## src/rtl/mem_arb_pkg.sv

```systemverilog
// Shared definitions for the unified-memory port arbiter: FSM state encoding
// and default timing parameters.
package mem_arb_pkg;

  typedef enum logic [1:0] {
    ARB_IDLE = 2'd0,
    ARB_IF   = 2'd1,
    ARB_DM   = 2'd2
  } arb_state_t;

  localparam int unsigned MEM_LAT_DEF    = 2;
  localparam int unsigned STARVE_MAX_DEF = 4;

endpackage

```

## src/rtl/mem_port_arbiter.sv

```systemverilog
// Shares one single-ported memory between instruction fetch and data memory.
// Data accesses win collisions; a starvation counter eventually forces a fetch.
module mem_port_arbiter
  import mem_arb_pkg::*;
#(
  parameter int unsigned ADDR_W     = 32,
  parameter int unsigned DATA_W     = 32,
  parameter int unsigned MEM_LAT    = MEM_LAT_DEF,
  parameter int unsigned STARVE_MAX = STARVE_MAX_DEF
) (
  input  logic              clk,
  input  logic              rst,
  input  logic              if_req,
  input  logic [ADDR_W-1:0] if_addr,
  output logic [DATA_W-1:0] if_rdata,
  output logic              if_valid,
  input  logic              dm_req,
  input  logic              dm_we,
  input  logic [ADDR_W-1:0] dm_addr,
  input  logic [DATA_W-1:0] dm_wdata,
  output logic [DATA_W-1:0] dm_rdata,
  output logic              dm_valid,
  output logic              stall_if,
  output logic              stall_dm,
  output logic              mem_en,
  output logic              mem_we,
  output logic [ADDR_W-1:0] mem_addr,
  output logic [DATA_W-1:0] mem_wdata,
  input  logic [DATA_W-1:0] mem_rdata
);

  localparam int unsigned LAT_W = (MEM_LAT    < 1) ? 1 : $clog2(MEM_LAT + 1);
  localparam int unsigned STV_W = (STARVE_MAX < 1) ? 1 : $clog2(STARVE_MAX + 1);

  arb_state_t        state_q, state_d;
  logic [LAT_W-1:0]  lat_q, lat_d;
  logic [STV_W-1:0]  starve_cnt_q, starve_cnt_d;
  logic              mem_en_q, mem_en_d;
  logic              mem_we_q, mem_we_d;
  logic [ADDR_W-1:0] mem_addr_q, mem_addr_d;
  logic [DATA_W-1:0] mem_wdata_q, mem_wdata_d;
  logic [DATA_W-1:0] if_rdata_q, if_rdata_d;
  logic [DATA_W-1:0] dm_rdata_q, dm_rdata_d;
  logic              if_valid_q, if_valid_d;
  logic              dm_valid_q, dm_valid_d;
  logic              eff_if, eff_dm, force_if;

  // A requester whose completion pulse is showing this cycle is not re-arbitrated.
  assign eff_if   = if_req & ~if_valid_q;
  assign eff_dm   = dm_req & ~dm_valid_q;
  assign force_if = eff_if && (starve_cnt_q == STV_W'(STARVE_MAX));

  always_comb begin
    state_d      = state_q;
    lat_d        = lat_q;
    starve_cnt_d = starve_cnt_q;
    mem_en_d     = 1'b0;
    mem_we_d     = mem_we_q;
    mem_addr_d   = mem_addr_q;
    mem_wdata_d  = mem_wdata_q;
    if_rdata_d   = if_rdata_q;
    dm_rdata_d   = dm_rdata_q;
    if_valid_d   = 1'b0;
    dm_valid_d   = 1'b0;

    unique case (state_q)
      ARB_IDLE: begin
        if (eff_dm && !force_if) begin
          state_d     = ARB_DM;
          mem_en_d    = 1'b1;
          mem_we_d    = dm_we;
          mem_addr_d  = dm_addr;
          mem_wdata_d = dm_wdata;
          lat_d       = LAT_W'(MEM_LAT);
          if (eff_if && (starve_cnt_q < STV_W'(STARVE_MAX)))
            starve_cnt_d = starve_cnt_q + STV_W'(1);
        end else if (eff_if) begin
          state_d      = ARB_IF;
          mem_en_d     = 1'b1;
          mem_we_d     = 1'b0;
          mem_addr_d   = if_addr;
          lat_d        = LAT_W'(MEM_LAT);
          starve_cnt_d = '0;
        end
      end
      ARB_IF, ARB_DM: begin
        if (lat_q == '0) begin
          state_d = ARB_IDLE;
          if (state_q == ARB_IF) begin
            if_rdata_d = mem_rdata;
            if_valid_d = 1'b1;
          end else begin
            if (!mem_we_q) dm_rdata_d = mem_rdata;
            dm_valid_d = 1'b1;
          end
        end else begin
          lat_d = lat_q - LAT_W'(1);
        end
      end
      default: state_d = ARB_IDLE;
    endcase
  end

  always_ff @(posedge clk) begin
    if (rst) begin
      state_q      <= ARB_IDLE;
      lat_q        <= '0;
      starve_cnt_q <= '0;
      mem_en_q     <= 1'b0;
      mem_we_q     <= 1'b0;
      mem_addr_q   <= '0;
      mem_wdata_q  <= '0;
      if_rdata_q   <= '0;
      dm_rdata_q   <= '0;
      if_valid_q   <= 1'b0;
      dm_valid_q   <= 1'b0;
    end else begin
      state_q      <= state_d;
      lat_q        <= lat_d;
      starve_cnt_q <= starve_cnt_d;
      mem_en_q     <= mem_en_d;
      mem_we_q     <= mem_we_d;
      mem_addr_q   <= mem_addr_d;
      mem_wdata_q  <= mem_wdata_d;
      if_rdata_q   <= if_rdata_d;
      dm_rdata_q   <= dm_rdata_d;
      if_valid_q   <= if_valid_d;
      dm_valid_q   <= dm_valid_d;
    end
  end

  assign if_rdata  = if_rdata_q;
  assign if_valid  = if_valid_q;
  assign dm_rdata  = dm_rdata_q;
  assign dm_valid  = dm_valid_q;
  assign stall_if  = if_req & ~if_valid_q;
  assign stall_dm  = dm_req & ~dm_valid_q;
  assign mem_en    = mem_en_q;
  assign mem_we    = mem_we_q;
  assign mem_addr  = mem_addr_q;
  assign mem_wdata = mem_wdata_q;

endmodule
```

## config.mk

```make
export PLATFORM = sky130hd
export DESIGN_NAME = mem_port_arbiter
export DESIGN_NICKNAME = d
export VERILOG_FILES = /design/src/rtl/mem_arb_pkg.sv /design/src/rtl/mem_port_arbiter.sv
export SDC_FILE = /design/constraint.sdc
export NUM_CORES = 1
export LEC_CHECK = 0
export ABC_AREA = 0
export CORE_ASPECT_RATIO = 0.7
export CORE_UTILIZATION = 52
export CTS_CLUSTER_DIAMETER = 60
export DETAILED_ROUTE_END_ITERATION = 8
export DONT_BUFFER_PORTS = 1
export PLACE_DENSITY_LB_ADDON = 0.3
export SYNTH_ARGS = -nofsm -noshare
export SYNTH_HDL_FRONTEND = slang
export SYNTH_SLANG_ARGS = --single-unit
```

## constraint.sdc

```tcl
create_clock -name clk -period 1.8 [get_ports clk]
set_input_delay 0.09 -clock clk [delete_from_list [all_inputs] [get_ports clk]]
set_output_delay 0.09 -clock clk [all_outputs]
set_load 0.02 [all_outputs]
```

==> results.py, run 1 <==
metrics = {
    "sta": {
        "holdWs_ns": -0.2479,
        "final_setup_violation_count": 0,
        "fin_crit_sh_pct": 96.70,
        "timing.final.hold_violations": 137,
        "slew_viol_final": 0,
        "maxClockFrequency_mhz": 574.5,
        "timing.final.crit_period_ns": 1.741,
        "timing_worst_slew_pin_value_ns": 0.6216,
        "timing.max_slew.rel_slack_pct": 58.04,
        "clock_skews_ns": 0.01296,
    },
    "synth": {
        "synthArstFlopShare_pct": 0,
        "synthFlopType": "dfxtp_1",
        "ys_types": 35,
        "synth_fp_nets": 802,
        "synthesis.instances": 664,
        "count_of_synthesis_stage_warnings_from_yosys": 0,
        "synth_area_um2": 5433,
        "syn_area_per_cell_um2": 8.182,
        "yosysSeqAreaShare_pct": 51.22,
        "synth_enable_flop_cells": 0,
        "postSynthRegisterBits": 139,
    },
    "placed_design": {
        "port_buffer_count": 0,
        "postPlaceCellArea_um2": 5552,
        "post-dp-hpwl_um": 9052,
        "gp_routability_congestion": 0.7602,
    },
    "global_routing": {
        "first_pass_grt_wire_length_um": 19760,
        "globalRoute.totalOverflow": 0,
        "grt_total_usage_pct": 23.81,
        "grt_antenna_before_repair": 0,
        "first_global_vias": 4106,
        "maximum_number_of_pins_on_one_net_before_global_route_repair": 143,
    },
    "finish": {
        "layout.filler_cells": 839,
        "num_antenna_cells": 0,
        "layout.cell_area.non_filler_um2": 6191,
        "final_core_utilization_pct": 62.47,
        "fin_nets": 786,
        "area_added_between_synthesis_and_finish_pct": 13.96,
        "drive_gt1_share_pct": 12.58,
    },
    "power_and_ir_drop": {
        "power_density_over_the_cells_nw_per_um2": 1816,
        "power_report.internal_total_uw": 7134,
        "switching_pwr_uw": 4109,
        "p_leak_uw": 0.002262,
        "seqPwrFrac_pct": 43.4,
        "irDropWorstVdd_mv": 0.8266,
        "combinationalPowerShare_pct": 24.7,
        "sw_frac_of_total_pct": 36.55,
        "power.share.clock_pct": 31.9,
    },
    "clock_tree": {
        "cts_post_setup_buffers_inserted": 0,
        "cts-root-buf": "clkbuf_16",
        "clock-sinks": 139,
        "clkTransAtPathRegs_ns": 0.06,
        "clk_path_buf_depth": 2,
        "cts_tree": "yes",
        "cts_inserted_buffers": 17,
        "clk-insertion-delay-late_ns": 0.42,
        "htreeDepth": 4,
    },
    "run_status": {
        "violated_checks": "negative hold slack",
        "outcome": "finished, violations left",
    },
    "worst_setup_path": {
        "path_max_fanout": 33,
        "crit_path_end": "mem_en",
        "cell_count_of_the_worst_reg_to_reg_path": 6,
        "setup.reg_to_reg.worst_slack_ns": 0.06,
        "endpoint_of_the_worst_register_to_register_path": "mem_en",
        "worstPathArrival_ns": 2.04,
        "r2r_start": "if_valid",
        "critical_path.startpoint": "if_valid",
        "critPathKind": "flip-flop to flip-flop",
        "critical_path_required_ns": 2.09,
        "critical_path.endpoint_type": "flip-flop",
        "cp-start-kind": "flip-flop",
    },
    "detailed_routing": {
        "routed_wirelength_um": 13320,
        "antenna_left": 0,
        "drt_pre_antenna_iters": 5,
        "detail_route.wl_per_cell_um": 16.91,
        "drt_iter0_drc": 222,
        "route.detailed.vias_per_inst": 5.674,
        "drcViolationCount": 0,
        "detailroute.via_count": 4471,
    },
    "floorplan": {
        "fp.dieArea_um2": 10870,
        "dieWidth_um": 124.2,
        "placeableCoreArea_um2": 9910,
        "io_pins": 267,
        "overall_die_height_um": 87.52,
        "row_count": 30,
        "floorplan.initialDensity_pct": 54.82,
    },
    "job": {
        "max_cap_viol": 0,
    },
    "min_path": {
        "min_path_type": "input pin to flip-flop",
    },
}
cells in the mapped netlist (all sizes together), types with 2 or more instances:
library cell	number	area (um^2)
clkbuf	27	101.4
dfxtp	139	2783
o31ai	3	22.52
ha	5	62.56
inv	10	40.04
or3	2	12.51
and3	2	12.51
nand2	227	852.1
nor2b	2	12.51
buf	26	166.4
a211oi	32	380.4
nor2	38	142.6
nor3	3	20.02
nand3	4	20.02
a21oi	129	645.6
sequential cells by signal (all words and copies together), names as in the netlist:
signal,count
mem_addr,32
lat_q,2
starve_cnt_q,3
dm_valid,1
if_rdata,32
mem_we,1
if_valid,1
state_q,2
mem_en,1
mem_wdata,32
dm_rdata,32
critical path, stage by stage (launching register included):
cell           delay [ns]
dfxtp_1              0.36
nor2b_1              0.06
buf_4                0.17
o21ai_4              0.22
buf_12               0.21
nor2_1               0.05
dlygate4sd3_1        0.55
cell usage in the layout (no fill, tap or decap), types with 2 or more instances in the layout:
cell type / n
buf_12: 8
clkinv_2: 4
a211oi_2: 28
o31ai_1: 3
inv_1: 8
dfxtp_1: 139
buf_4: 8
nand3_1: 4
bufinv_16: 4
nand2_1: 227
or3_1: 2
dlygate4sd3_1: 2
nor2_1: 38
nor3_1: 2
clkbuf_16: 17
a21oi_1: 129
a211oi_1: 4
nor2b_1: 2
clkbuf_1: 2
and3_1: 2
ha_1: 4
clkinv_4: 3
how the worst min path moves through the flow:
stage / from / end / depth (start not counted)
floorplan: mem_rdata[0] / dm_rdata[0] / 2
global placement: rst / mem_addr[12] / 1
detailed placement: rst / mem_addr[15] / 1
CTS: rst / mem_addr[18] / 1
global route: rst / mem_addr[11] / 1
finish: rst / mem_addr[19] / 1
per-layer routing:
layer  share of wire [%]  GRT usage [%]  vias to the layer above
met3                  10          8.966                       33
li1                    -              -                     2167
met5                   0              0                        -
met2                  49          38.93                      213
met4                 2.2          12.01                        0
met1                  39          27.41                     2058
power groups by stage:
stage               combinational, uW  sequential [uW]  clock (uW)
global route                     3110             4960        3770
finish                           2770             4880        3590
CTS                              2730             4890        3650
floorplan                        2160             4820           0
global placement                 2590             4940           0
detailed placement               2720             4950           0
cell families (layout without fill, tap and decap cells):
logic type,after synthesis,after routing,synth area share (%)
adders and majority gates,5,5,1.152
muxes,1,1,0.1843
AOI/OAI and AO/OA,171,171,20.66
DFF,139,139,51.22
buffers and inverters,63,59,5.665
and+or+nand+nor,285,285,21.12
through the flow:
step                 TNS [ns]  instances  power, uW  setup slack (ns)  hold slack (ns)
floorplan                   0        664       6973            0.1530           0.2260
global placement            0        755       7531            0.1733           0.1629
detailed placement          0        755       7668           0.08294           0.1655
CTS                         0        787      11260           0.05033          -0.2735
global route        -0.003593        788      11830         -0.003593          -0.2741
finish                      0        788      11240           0.05949          -0.2479
what timing repair did:
item,CTS,global route
resized for setup,0,3
hold endpoints to repair,139,138
endpoints found under the setup margin,0,11
hold buffers,1,1
cell type report:
| class | count | area, um^2 | share of cell area [%] |
|---|---|---|---|
| Timing Repair Buffer | 18 | 240.2 | 3.880 |
| Multi-Input combinational cell | 462 | 2361 | 38.14 |
| Inverter | 10 | 40.04 | 0.6467 |
| Tap cell | 128 | 160.2 | 2.587 |
| Clock buffer | 19 | 432.9 | 6.993 |
| Sequential cell | 139 | 2783 | 44.95 |
| Clock inverter | 12 | 173.9 | 2.809 |
No activity file was read; power rests on OpenSTA's default activity.
==> inputs of run 2 (changes only) <==
--- a/config.mk
+++ b/config.mk
@@ -8,6 +8,7 @@
 export ABC_AREA = 0
 export CORE_ASPECT_RATIO = 0.7
 export CORE_UTILIZATION = 52
+export CTS_BUF_LIST = sky130_fd_sc_hd__clkbuf_8 sky130_fd_sc_hd__clkbuf_16
 export CTS_CLUSTER_DIAMETER = 60
 export DETAILED_ROUTE_END_ITERATION = 8
 export DONT_BUFFER_PORTS = 1
==> run 2 against run 1 <==
The run still ends with negative hold slack left; register-to-register slack about the same; combinational power about the same; count of clock-buffer cells in the layout decreased by 2; cell count unchanged; clock skew decreased by 0.0012 ns; global-route usage unchanged; largest power group unchanged.
==> results.py, run 2 (same netlist as run 1, synthesis figures left out) <==
metrics = {
    "run_status": {
        "outcome": "finished, violations left",
        "violated_checks": "negative hold slack",
    },
    "global_routing": {
        "globalRoute.totalOverflow": 0,
        "first_pass_grt_wire_length_um": 19760,
        "first_global_vias": 4106,
        "maximum_number_of_pins_on_one_net_before_global_route_repair": 143,
        "grt_total_usage_pct": 23.81,
        "grt_antenna_before_repair": 0,
    },
    "power_and_ir_drop": {
        "power_density_over_the_cells_nw_per_um2": 1815,
        "power.share.clock_pct": 31.8,
        "power_report.internal_total_uw": 7123,
        "seqPwrFrac_pct": 43.4,
        "irDropWorstVdd_mv": 0.8262,
        "switching_pwr_uw": 4112,
        "p_leak_uw": 0.002271,
        "combinationalPowerShare_pct": 24.7,
        "sw_frac_of_total_pct": 36.60,
    },
    "floorplan": {
        "io_pins": 267,
        "row_count": 30,
        "fp.dieArea_um2": 10870,
        "placeableCoreArea_um2": 9910,
        "floorplan.initialDensity_pct": 54.82,
        "overall_die_height_um": 87.52,
        "dieWidth_um": 124.2,
    },
    "sta": {
        "fin_crit_sh_pct": 96.64,
        "maxClockFrequency_mhz": 574.9,
        "timing.max_slew.rel_slack_pct": 58.04,
        "timing.final.crit_period_ns": 1.739,
        "final.setup.worst_slack_ns": 0.06052,
        "timing.final.hold_violations": 137,
        "final_setup_violation_count": 0,
        "clock_skews_ns": 0.01179,
        "slew_viol_final": 0,
        "holdWs_ns": -0.2461,
        "timing_worst_slew_pin_value_ns": 0.6216,
    },
    "worst_setup_path": {
        "critical_path_required_ns": 2.09,
        "worstPathArrival_ns": 2.03,
        "cp-start-kind": "flip-flop",
        "critPathKind": "flip-flop to flip-flop",
        "path_max_fanout": 33,
        "critical_path.endpoint_type": "flip-flop",
    },
    "clock_tree": {
        "clk_path_buf_depth": 2,
        "htreeDepth": 4,
        "clock-sinks": 139,
        "cts-root-buf": "clkbuf_16",
        "cts_inserted_buffers": 17,
        "clkTransAtPathRegs_ns": 0.05,
        "clk-insertion-delay-late_ns": 0.42,
        "cts_tree": "yes",
    },
    "detailed_routing": {
        "routed_wirelength_um": 13350,
        "drcViolationCount": 0,
        "antenna_left": 0,
        "detailroute.via_count": 4480,
        "drt_pre_antenna_iters": 5,
        "detail_route.wl_per_cell_um": 16.94,
        "route.detailed.vias_per_inst": 5.685,
        "drt_iter0_drc": 222,
    },
    "finish": {
        "drive_gt1_share_pct": 12.58,
        "layout.area.seq_um2": 2783,
        "fin_nets": 786,
        "area_added_between_synthesis_and_finish_pct": 13.96,
        "num_antenna_cells": 0,
        "final_common_cell": "nand2_1",
        "layout.filler_cells": 839,
        "commonest_cells_after_routing_fill_and_taps_aside": "227 x nand2_1, 139 x dfxtp_1, 129 x a21oi_1",
        "multi_input_area_um2": 2361,
    },
    "job": {
        "max_cap_viol": 0,
    },
    "placed_design": {
        "gp_routability_congestion": 0.7602,
        "post-dp-hpwl_um": 9052,
        "worst_setup_slack_before_clock_tree_synthesis_ns": 0.08294,
        "port_buffer_count": 0,
    },
    "min_path": {
        "min_path_type": "input pin to flip-flop",
    },
}
run 2: changes by cell type in the layout (fill, tap and decap cells not counted), sizes merged:
cell,previous run,this run
clkbuf,19,17
inv,10,12
run 2: repair_timing:
action	CTS	global route
setup buffers	0	0
hold buffers	1	1
endpoints found under the hold margin	139	138
resized for setup	0	3
setup endpoints to repair	0	11
run 2: layout make-up:
cell class | instances | area share [%]
clock buffers | 17 | 6.871
clock inverters | 14 | 2.930
flip-flops and latches | 139 | 44.95
inverters | 10 | 0.6467
repair buffers | 18 | 3.880
well taps | 128 | 2.587
multi-input cells | 462 | 38.14
run 2: worst paths after layout:
| check | from | endpoint | slack [ns] | cells after the start |
|---|---|---|---|---|
| setup / recovery | if_valid | mem_en | 0.06 | 6 |
| hold reg to reg | lat_q[1] | lat_q[1] | 0.50 | 2 |
| setup reg to reg | if_valid | mem_en | 0.06 | 6 |
| hold / removal | rst | mem_addr[12] | -0.25 | 1 |
run 2: per-layer routing:
metal	vias up	part of all wire, %	track usage (%)	routed length [um]
li1	2169	-	-	-
met1	2068	39	27.41	5258
met2	212	49	38.93	6484
met3	31	10	8.966	1329
met4	0	2.1	12.01	279
met5	-	0	0	0
run 2: power groups by stage:
| stage | sequential, uW | combinational (uW) | clock, uW |
|---|---|---|---|
| after floorplan | 4820 | 2160 | 0 |
| after global routing | 4960 | 3110 | 3760 |
| after detailed placement | 4950 | 2720 | 0 |
| after global placement | 4940 | 2590 | 0 |
| after CTS | 4890 | 2730 | 3640 |
| final | 4880 | 2780 | 3580 |
run 2: critical path: stages (launching register included):
cell and delay (ns):
dfxtp_1 0.36, nor2b_1 0.06, buf_4 0.17, o21ai_4 0.22
buf_12 0.21, nor2_1 0.05, dlygate4sd3_1 0.55
run 2: through the flow:
stage	setup TNS, ns	instances	util (%)	instance area, um^2	power [uW]
2_1_floorplan	0	664	-	5433	6973
3_3_place_gp	0	755	56.02	5552	7531
3_5_place_dp	0	755	56.02	5552	7668
6_report	0	788	62.47	6191	11240
5_1_grt	-0.003593	788	62.47	6191	11820
4_1_cts	0	787	62.25	6168	11250
